### config.mk
export PLATFORM = sky130hd
export DESIGN_NAME = check_collision
export DESIGN_NICKNAME = d
export VERILOG_FILES = /design/src/rtl/collision_pkg.sv /design/src/rtl/wall_hit.sv /design/src/rtl/check_collision.sv
export SDC_FILE = /design/constraint.sdc
export NUM_CORES = 1
export LEC_CHECK = 0
export ABC_AREA = 0
export CORE_ASPECT_RATIO = 0.8
export CORE_UTILIZATION = 52
export CTS_BUF_LIST = sky130_fd_sc_hd__clkbuf_8 sky130_fd_sc_hd__clkbuf_16
export DETAILED_ROUTE_END_ITERATION = 10
export PLACE_DENSITY = 0.85
export SLEW_MARGIN = 20
export SYNTH_ARGS = -nofsm -noshare
export SYNTH_HDL_FRONTEND = slang
export SYNTH_SLANG_ARGS = --single-unit
### constraint.sdc
create_clock -name clk -period 3.1 [get_ports clk]
set_input_delay 0.465 -clock clk [delete_from_list [all_inputs] [get_ports clk]]
set_output_delay 0.465 -clock clk [all_outputs]
set_load 0.01 [all_outputs]
### src/rtl/collision_pkg.sv
// collision_pkg -- shared definitions for the sprite collision checker.
//   dir_t      : move direction encoding carried on check_collision.state
//   coord_t    : signed candidate coordinate, wide enough that a move of
//                PacX=0 left or PacY=0 up yields a negative value and not a
//                wrapped one
//   SPRITE_*   : default sprite size in pixels
//   ARENA_*    : default inclusive legal range of the sprite top-left corner
//   WALLS      : inner wall rectangles, inclusive pixel bounds
package collision_pkg;

  typedef enum logic [1:0] {
    DIR_UP    = 2'b00,
    DIR_DOWN  = 2'b01,
    DIR_LEFT  = 2'b10,
    DIR_RIGHT = 2'b11
  } dir_t;

  localparam int CW = 12;
  typedef logic signed [CW-1:0] coord_t;

  localparam int SPRITE_W_DEF   = 16;
  localparam int SPRITE_H_DEF   = 16;
  localparam int ARENA_XMIN_DEF = 16;
  localparam int ARENA_XMAX_DEF = 608;
  localparam int ARENA_YMIN_DEF = 16;
  localparam int ARENA_YMAX_DEF = 448;

  typedef struct packed {
    int x0;
    int x1;
    int y0;
    int y1;
  } rect_t;

  localparam int NUM_WALLS = 8;

  localparam rect_t WALLS [NUM_WALLS] = '{
    '{x0: 280, x1: 359, y0: 200, y1: 279},
    '{x0:  64, x1: 127, y0:  64, y1:  95},
    '{x0: 512, x1: 575, y0:  64, y1:  95},
    '{x0:  64, x1: 127, y0: 384, y1: 415},
    '{x0: 512, x1: 575, y0: 384, y1: 415},
    '{x0: 160, x1: 175, y0: 200, y1: 279},
    '{x0: 464, x1: 479, y0: 200, y1: 279},
    '{x0: 280, x1: 359, y0:  64, y1:  79}
  };

endpackage

### src/rtl/wall_hit.sv
// wall_hit -- overlap test of the sprite box at a candidate position against
// one wall rectangle (all bounds inclusive).
//   cx, cy : candidate top-left corner, signed
//   hit    : 1 when the box overlaps the rectangle on both axes
module wall_hit
  import collision_pkg::*;
#(
  parameter int X0       = 0,
  parameter int X1       = 0,
  parameter int Y0       = 0,
  parameter int Y1       = 0,
  parameter int SPRITE_W = SPRITE_W_DEF,
  parameter int SPRITE_H = SPRITE_H_DEF
) (
  input  logic signed [CW-1:0] cx,
  input  logic signed [CW-1:0] cy,
  output logic                 hit
);

  int lx;
  int ly;

  always_comb begin
    lx  = int'(cx);
    ly  = int'(cy);
    hit = (lx <= X1) && (lx + SPRITE_W - 1 >= X0) &&
          (ly <= Y1) && (ly + SPRITE_H - 1 >= Y0);
  end

endmodule

### src/rtl/check_collision.sv
// check_collision -- decides whether a one-pixel sprite move is free.
//   clk    : system clock, rising edge
//   rst    : synchronous active-high reset, forces result to 0
//   PacX   : sprite top-left X (10 bit, unsigned)
//   PacY   : sprite top-left Y (9 bit, unsigned)
//   state  : intended direction (00 up, 01 down, 10 left, 11 right)
//   result : registered, 1 = move free, 0 = blocked; one cycle latency
// Build option: define CHECK_COLLISION_INNER_WALLS_EN to also test the inner
// walls; otherwise only the arena bounds block a move.
module check_collision
  import collision_pkg::*;
#(
  parameter int SPRITE_W   = SPRITE_W_DEF,
  parameter int SPRITE_H   = SPRITE_H_DEF,
  parameter int ARENA_XMIN = ARENA_XMIN_DEF,
  parameter int ARENA_XMAX = ARENA_XMAX_DEF,
  parameter int ARENA_YMIN = ARENA_YMIN_DEF,
  parameter int ARENA_YMAX = ARENA_YMAX_DEF
) (
  input  logic       clk,
  input  logic       rst,
  input  logic [9:0] PacX,
  input  logic [8:0] PacY,
  input  logic [1:0] state,
  output logic       result
);

  dir_t   dir;
  coord_t cx;
  coord_t cy;
  logic   oob;
  logic   wall_any;
  logic   free;

  // Only the candidate position is evaluated; the current position is never
  // tested, so a sprite already touching a wall can still move away.
  always_comb begin
    dir = dir_t'(state);
    cx  = coord_t'({2'b00, PacX});
    cy  = coord_t'({3'b000, PacY});
    unique case (dir)
      DIR_UP:    cy = cy - coord_t'(1);
      DIR_DOWN:  cy = cy + coord_t'(1);
      DIR_LEFT:  cx = cx - coord_t'(1);
      DIR_RIGHT: cx = cx + coord_t'(1);
    endcase
    oob  = (int'(cx) < ARENA_XMIN) || (int'(cx) > ARENA_XMAX) ||
           (int'(cy) < ARENA_YMIN) || (int'(cy) > ARENA_YMAX);
    free = !(oob || wall_any);
  end

`ifdef CHECK_COLLISION_INNER_WALLS_EN
  logic [NUM_WALLS-1:0] hits;

  for (genvar i = 0; i < NUM_WALLS; i++) begin : g_wall
    wall_hit #(
      .X0       (WALLS[i].x0),
      .X1       (WALLS[i].x1),
      .Y0       (WALLS[i].y0),
      .Y1       (WALLS[i].y1),
      .SPRITE_W (SPRITE_W),
      .SPRITE_H (SPRITE_H)
    ) u_wall (
      .cx  (cx),
      .cy  (cy),
      .hit (hits[i])
    );
  end

  assign wall_any = |hits;
`else
  // Sprite size only matters for the wall test.
  logic unused_sprite;
  assign unused_sprite = ^{SPRITE_W, SPRITE_H};
  assign wall_any      = 1'b0;
`endif

  always_ff @(posedge clk) begin
    if (rst) result <= 1'b0;
    else     result <= free;
  end

endmodule

; ---- After elaboration in Yosys (flattened, before gate mapping)
; Index checks and enable logic that the tools add are counted.
[classes]
addsub = 4
reduce_logical = 5
mux = 2
n_lt_le_gt_ge = 4
n_eq_ne = 3
[ops]
columns = cell, count
row1 = one-hot mux 12 bit (2 select lines), 2
row2 = "< comparator 12 x 6 -> 1 bit, second input constant", 2
row3 = "> comparator 12 x 10 -> 1 bit, second input constant", 1
row4 = "> comparator 12 x 11 -> 1 bit, second input constant", 1
row5 = "adder 10 x 1 -> 11 bit, second input constant", 1
row6 = "subtractor 10 x 1 -> 11 bit, second input constant", 1
row7 = "adder 9 x 1 -> 10 bit, second input constant", 1
row8 = "subtractor 9 x 1 -> 10 bit, second input constant", 1
row9 = "== test 2 bit, second input constant", 2
row10 = logical OR 1 bit, 3
row11 = "== test 2 x 1 -> 1 bit, second input constant", 1
row12 = logical NOT 2 bit, 1
row13 = logical NOT 1 bit, 1
[totals]
regBits = 1
in_bits = 23
elab_cells = 19

; ---- Logic depth before layout (Yosys ltp)
[logic_depth]
depth_word = 7
ltp_mapped = 8
mapped_depth_nobuf = 8

; ---- Worst setup path before layout
; Ideal clock, no wire load.
[synth_timing]
path_kind = input to register
from = in PacY[3]
to = reg result
setup_slack_ns = 0.823
path_stages = 7
arrival_time_ns = 2.198
cell_sequence = buf_6 or4_4 or2_0 or4_4 a311oi_2 nor4_1 a211oi_2
[synth_via]
elab_chain_len = 6
[synth_rtl]
columns = element, line_no
row1 = from (decl), check_collision.sv:23  ; input logic [8:0] PacY,
row2 = adder 9 x 1 -> 10 bit or subtractor 9 x 1 -> 10 bit (tied branches), "check_collision.sv:43, check_collision.sv:42"
row3 = one-hot mux 12 bit (2 select lines) *, check_collision.sv:41  ; unique case (dir)
row4 = < comparator 12 x 6 -> 1 bit, check_collision.sv:48  ; (int'(cy) < ARENA_YMIN) || (int'(cy) > ARENA_YMAX);
row5 = logical OR 1 bit, check_collision.sv:47  ; oob = (int'(cx) < ARENA_XMIN) || (int'(cx) > ARENA_XMAX) ||
row6 = logical OR 1 bit *, check_collision.sv:48
row7 = logical NOT 1 bit *, check_collision.sv:49  ; free = !(oob || wall_any);
row8 = to (signal assigned), check_collision.sv:80  ; else result <= free;
row9 = to (decl), check_collision.sv:25  ; output logic result
; Mark *: on every way between the ends. The rest lies on a longest branch, timed or not.
; A chain may end at the register's enable or synchronous reset.

; ---- Final worst setup path
[layout_timing]
from = in PacX[0]
to = reg result
[layout_via]
elab_chain_len = 7
[layout_rtl]
columns = element, line_no
row1 = from (decl), check_collision.sv:22  ; input logic [9:0] PacX,
row2 = adder 10 x 1 -> 11 bit or subtractor 10 x 1 -> 11 bit (tied branches), "check_collision.sv:45, check_collision.sv:44"
row3 = one-hot mux 12 bit (2 select lines) *, check_collision.sv:41
row4 = < comparator 12 x 6 -> 1 bit or > comparator 12 x 11 -> 1 bit (tied branches), check_collision.sv:47
row5 = logical OR 1 bit * (2 in a row), check_collision.sv:47
row6 = logical OR 1 bit *, check_collision.sv:48
row7 = logical NOT 1 bit *, check_collision.sv:49
; Marks and branches as above.

==> results.txt <==
The combinational group share of total power came out at between 90% and 100%. The max-slew violation count came out at 0. Of all flip-flops after synthesis, the portion carrying an async set or reset was 0%.

The sink of the worst hold path is result. Port buffering added 23 buffers. The analysis attributes to cell leakage a power of between 0.4 and 0.5 nW.

The slowest stage of the critical path is the sky130_fd_sc_hd__or4b_1 cell. The layout overhead on the synthesized area is 31.14%. Summing all placed instances gives a cell area of between 0.001 and 0.0015 mm². The width of the chip came out at 48.83 µm. The worst setup path is launched from an input pin. The net switching power is about 0.066 mW. The final wirelength came out at 2.684 mm.

The number of global-route vias before repair came out at 987. The first-pass GRT wire length came out at roughly 4.4 mm. The share of the yosys chip area belonging to registers is 2.195%.

The part of the cycle the worst path needs is around 92%. The largest registers in the layout are result x1. The die boundary height is about 39 µm.

The internal power consumption came out at 0.08022 mW. Dividing the synthesized area by the synthesized cell count gives just under 7 µm². The flow ran to the end, and the final reports show no timing, DRC or antenna violations. The average routed wire per standard cell is between 10 and 15 µm. The sum of negative setup slack is 0 ps. The final design utilization is between 70% and 80%. After routing the design area is about 0.0012 mm².

The path class of the tightest hold or removal check is reg -> out. The proportion of power drawn by flip-flops and latches came out at roughly a tenth. The synthesized net count is roughly 160. For the worst setup path, the data required time is 2950 ps.

The floorplan step defined a die boundary enclosing 0.001927 mm². The via count is 1165. In the global route stage, overall resource usage came out at 29.43%. The predominant post-synthesis flop cell is sky130_fd_sc_hd__dfxtp_1. The routed design could run at a clock period as short as between 2000 and 3000 ps.

The count of pins on the block boundary came out at 24. The cell count of the worst hold path came out at 1. For this run, the slowest stage of the critical path takes around 450 ps. The number of flip-flops and latches in the synthesized netlist came out at 1.

The iteration-0 DRC count of the detailed router came out at 53. The final layout contains 187 nets. The largest net degree at the start of global routing came out at 16.

For the worst setup path, the data arrival time is between 2000 and 3000 ps. The completed layout was analyzed and its total power is 0.1462 mW. The power density over cell area is 122.2 mW/mm². The number of antenna violations at the first check in global routing was 0.

The highest metal layer with signal wires is met4. The instance count of the mapped netlist came out at roughly 130. The count of buffering cells on the critical path with inverters included is 2.

The maximum clock frequency is 351.1 MHz. The wire length the detailed router placed on met1 came out at 1.264 mm. Counting flops per register, the top entry is result. Of all nets on the critical path, the largest fanout is 5. The routability-driven placement congestion ratio came out at 0.9291.

Setup repair after global routing left no endpoint under its margin. The worst IR drop on VDD is slightly below 80 µV. The post-detailed-route count of antenna-violating nets came out at 0. The worst setup path is captured at a flop. The fraction of layout cells with a size suffix above 1 is approximately 10%.

The number of detailed-routing iterations run before antenna repair is 4. The number of buffers added for setup after CTS is 0. The area of the placeable core is around 0.0016 mm². After detailed routing, the met3 layer carries between 150 and 200 µm of wire.

The switching power as a share of total power came out at 45.12%. The final-report hold violation count is 0. The number of distinct library cell variants in the gate-level netlist after synthesis came out at 50. The flip-flop count of the largest register, all copies and words added was 1. Detailed routing placed a total of 1.230 mm of wire on met2.

For this run, design rule violations remaining after detail routing come to 0. The max-slew headroom at the worst pin is a little over 70%. By startpoint and endpoint, the worst setup path is classified as in -> reg. The share of power burned in the clock network is 0%. The transition time at the pin with the least slew margin came out at 434.1 ps.

Counting flops with a built-in enable in the synthesized netlist gives 0. Max-cap violations in this run came to 0. The number of core rows is 13. The average vias per placed instance is ~6.5.

Clock-pin slew was measured on the worst setup and hold paths at 0 ps. The synthesized area came out at around 910 µm². The aggregate global routing overflow is 0. Among cell families on the critical path, the largest total delay comes from compound AO/OA/AOI/OAI gates.

The start point of the worst hold path is result$_SDFF_PP0_. The initial utilization of the core area, before any placement, comes to 56.08%. The repair_antennas step left the layout with diodes totalling 0. The total of hold buffers inserted after clock tree synthesis came out at 0. Detailed placement finished with a half-perimeter wire length of ~2.1 mm. The count of yosys warnings during synthesis is 0. The critical path goes through clkdlybuf4s50_1 > inv_1 > ha_1 > or4b_1 > a21oi_1 > xnor2_1 > and4_1 > o311ai_0 > a211oi_2.

The number of gates given a new drive strength after cts is 0. The setup violation total in the final timing report is 0.
## area by class of cell
type	instances	area, µm²
repair buffers	31	290.3
multi-input cells	119	832.0
inverters	7	26.28
fillers	150	430.4
well taps	22	27.53
flip-flops and latches	1	20.02
## per-stage QoR
step / cells / setup WS [ps] / hold WS [ps]
floorplan: 134 / 822.7 / 733.4
global placement: 180 / 335.4 / 1206
detailed placement: 180 / 295.6 / 1211
CTS: 180 / 263.4 / 1211
global route: 180 / 77.69 / 1219
finish: 180 / 251.9 / 1207
## power groups by stage
stage	Sequential, mW	Combinational [mW]	Clock, mW
after global placement	0.0145	0.124	0
final	0.0145	0.132	0
after CTS	0.0145	0.130	0
after floorplan	0.0150	0.0667	0
after detailed placement	0.0145	0.129	0
after global routing	0.0145	0.144	0
## synth_stat cells, drive strengths merged (2+ instances only)
master,n,area (µm²)
buf,2,15.01
or3,2,12.51
nand4b,2,17.52
or4,2,22.52
and3,3,18.77
clkbuf,5,18.77
ha,4,50.05
nand2,6,22.52
a31oi,4,25.02
nor3,4,20.02
nor4,4,31.28
nor3b,3,22.52
a21oi,7,35.03
nor2b,6,37.54
nand4,8,50.05
o21ai,3,15.01
a311oi,2,23.77
or2,2,12.52
nor2,6,22.52
nand2b,10,62.56
nand3,7,35.03
inv,7,26.28
a21o,2,15.01
and4,3,27.53
o2bb2ai,2,17.52
o22ai,3,18.77
xnor2,7,61.31
## metal layers
metal,up-vias,track usage [%]
li1,576,-
met4,0,3.676
met5,-,0
met2,53,52.08
met3,2,0.3876
met1,534,41.33
## logic make-up (layout without fill, tap and decap cells)
family                     Yosys count  count (layout)  share of synthesized area [%]
AOI/OAI and AO/OA                   34              34                          27.57
xor gates and xnor gates             8               8                          7.682
adders and majority gates            4               4                          5.487
buffers and inverters               14              38                          6.585
DFF                                  1               1                          2.195
muxes                                1               1                          1.097
and+or+nand+nor                     72              72                          49.38
## how the worst max path moves through the flow
stage / start / cells after the start / endpoint / slack, ps
after global routing: PacX[0] / 9 / result$_SDFF_PP0_ / 80
after floorplan: PacY[3] / 7 / result$_SDFF_PP0_ / 820
after detailed placement: PacX[0] / 9 / result$_SDFF_PP0_ / 300
after global placement: PacY[1] / 7 / result$_SDFF_PP0_ / 340
after CTS: PacX[0] / 9 / result$_SDFF_PP0_ / 260
final: PacX[0] / 9 / result$_SDFF_PP0_ / 250
## cell usage in the layout (no fill, tap or decap), types with 2 or more instances in the layout
cell,synthesis,layout
sky130_fd_sc_hd__ha_1,4,4
sky130_fd_sc_hd__o2bb2ai_1,2,2
sky130_fd_sc_hd__a21o_1,2,2
sky130_fd_sc_hd__nand4b_1,2,2
sky130_fd_sc_hd__o22ai_1,3,3
sky130_fd_sc_hd__nand3_1,7,7
sky130_fd_sc_hd__or4_4,2,2
sky130_fd_sc_hd__clkdlybuf4s50_1,0,23
sky130_fd_sc_hd__nand4_1,8,8
sky130_fd_sc_hd__nand2b_1,10,10
sky130_fd_sc_hd__buf_4,0,8
sky130_fd_sc_hd__nor2_1,6,6
sky130_fd_sc_hd__and4_1,2,2
sky130_fd_sc_hd__nor3_1,4,4
sky130_fd_sc_hd__or3_1,2,2
sky130_fd_sc_hd__xnor2_1,7,7
sky130_fd_sc_hd__and3_1,3,3
sky130_fd_sc_hd__a31oi_1,4,4
sky130_fd_sc_hd__a21oi_1,7,7
sky130_fd_sc_hd__inv_1,7,7
sky130_fd_sc_hd__nand2_1,6,6
sky130_fd_sc_hd__nor4_1,3,3
sky130_fd_sc_hd__nor3b_1,3,3
sky130_fd_sc_hd__o21ai_0,3,3
sky130_fd_sc_hd__nor2b_1,6,6
Note: power is estimated with default switching activity, not from simulation.
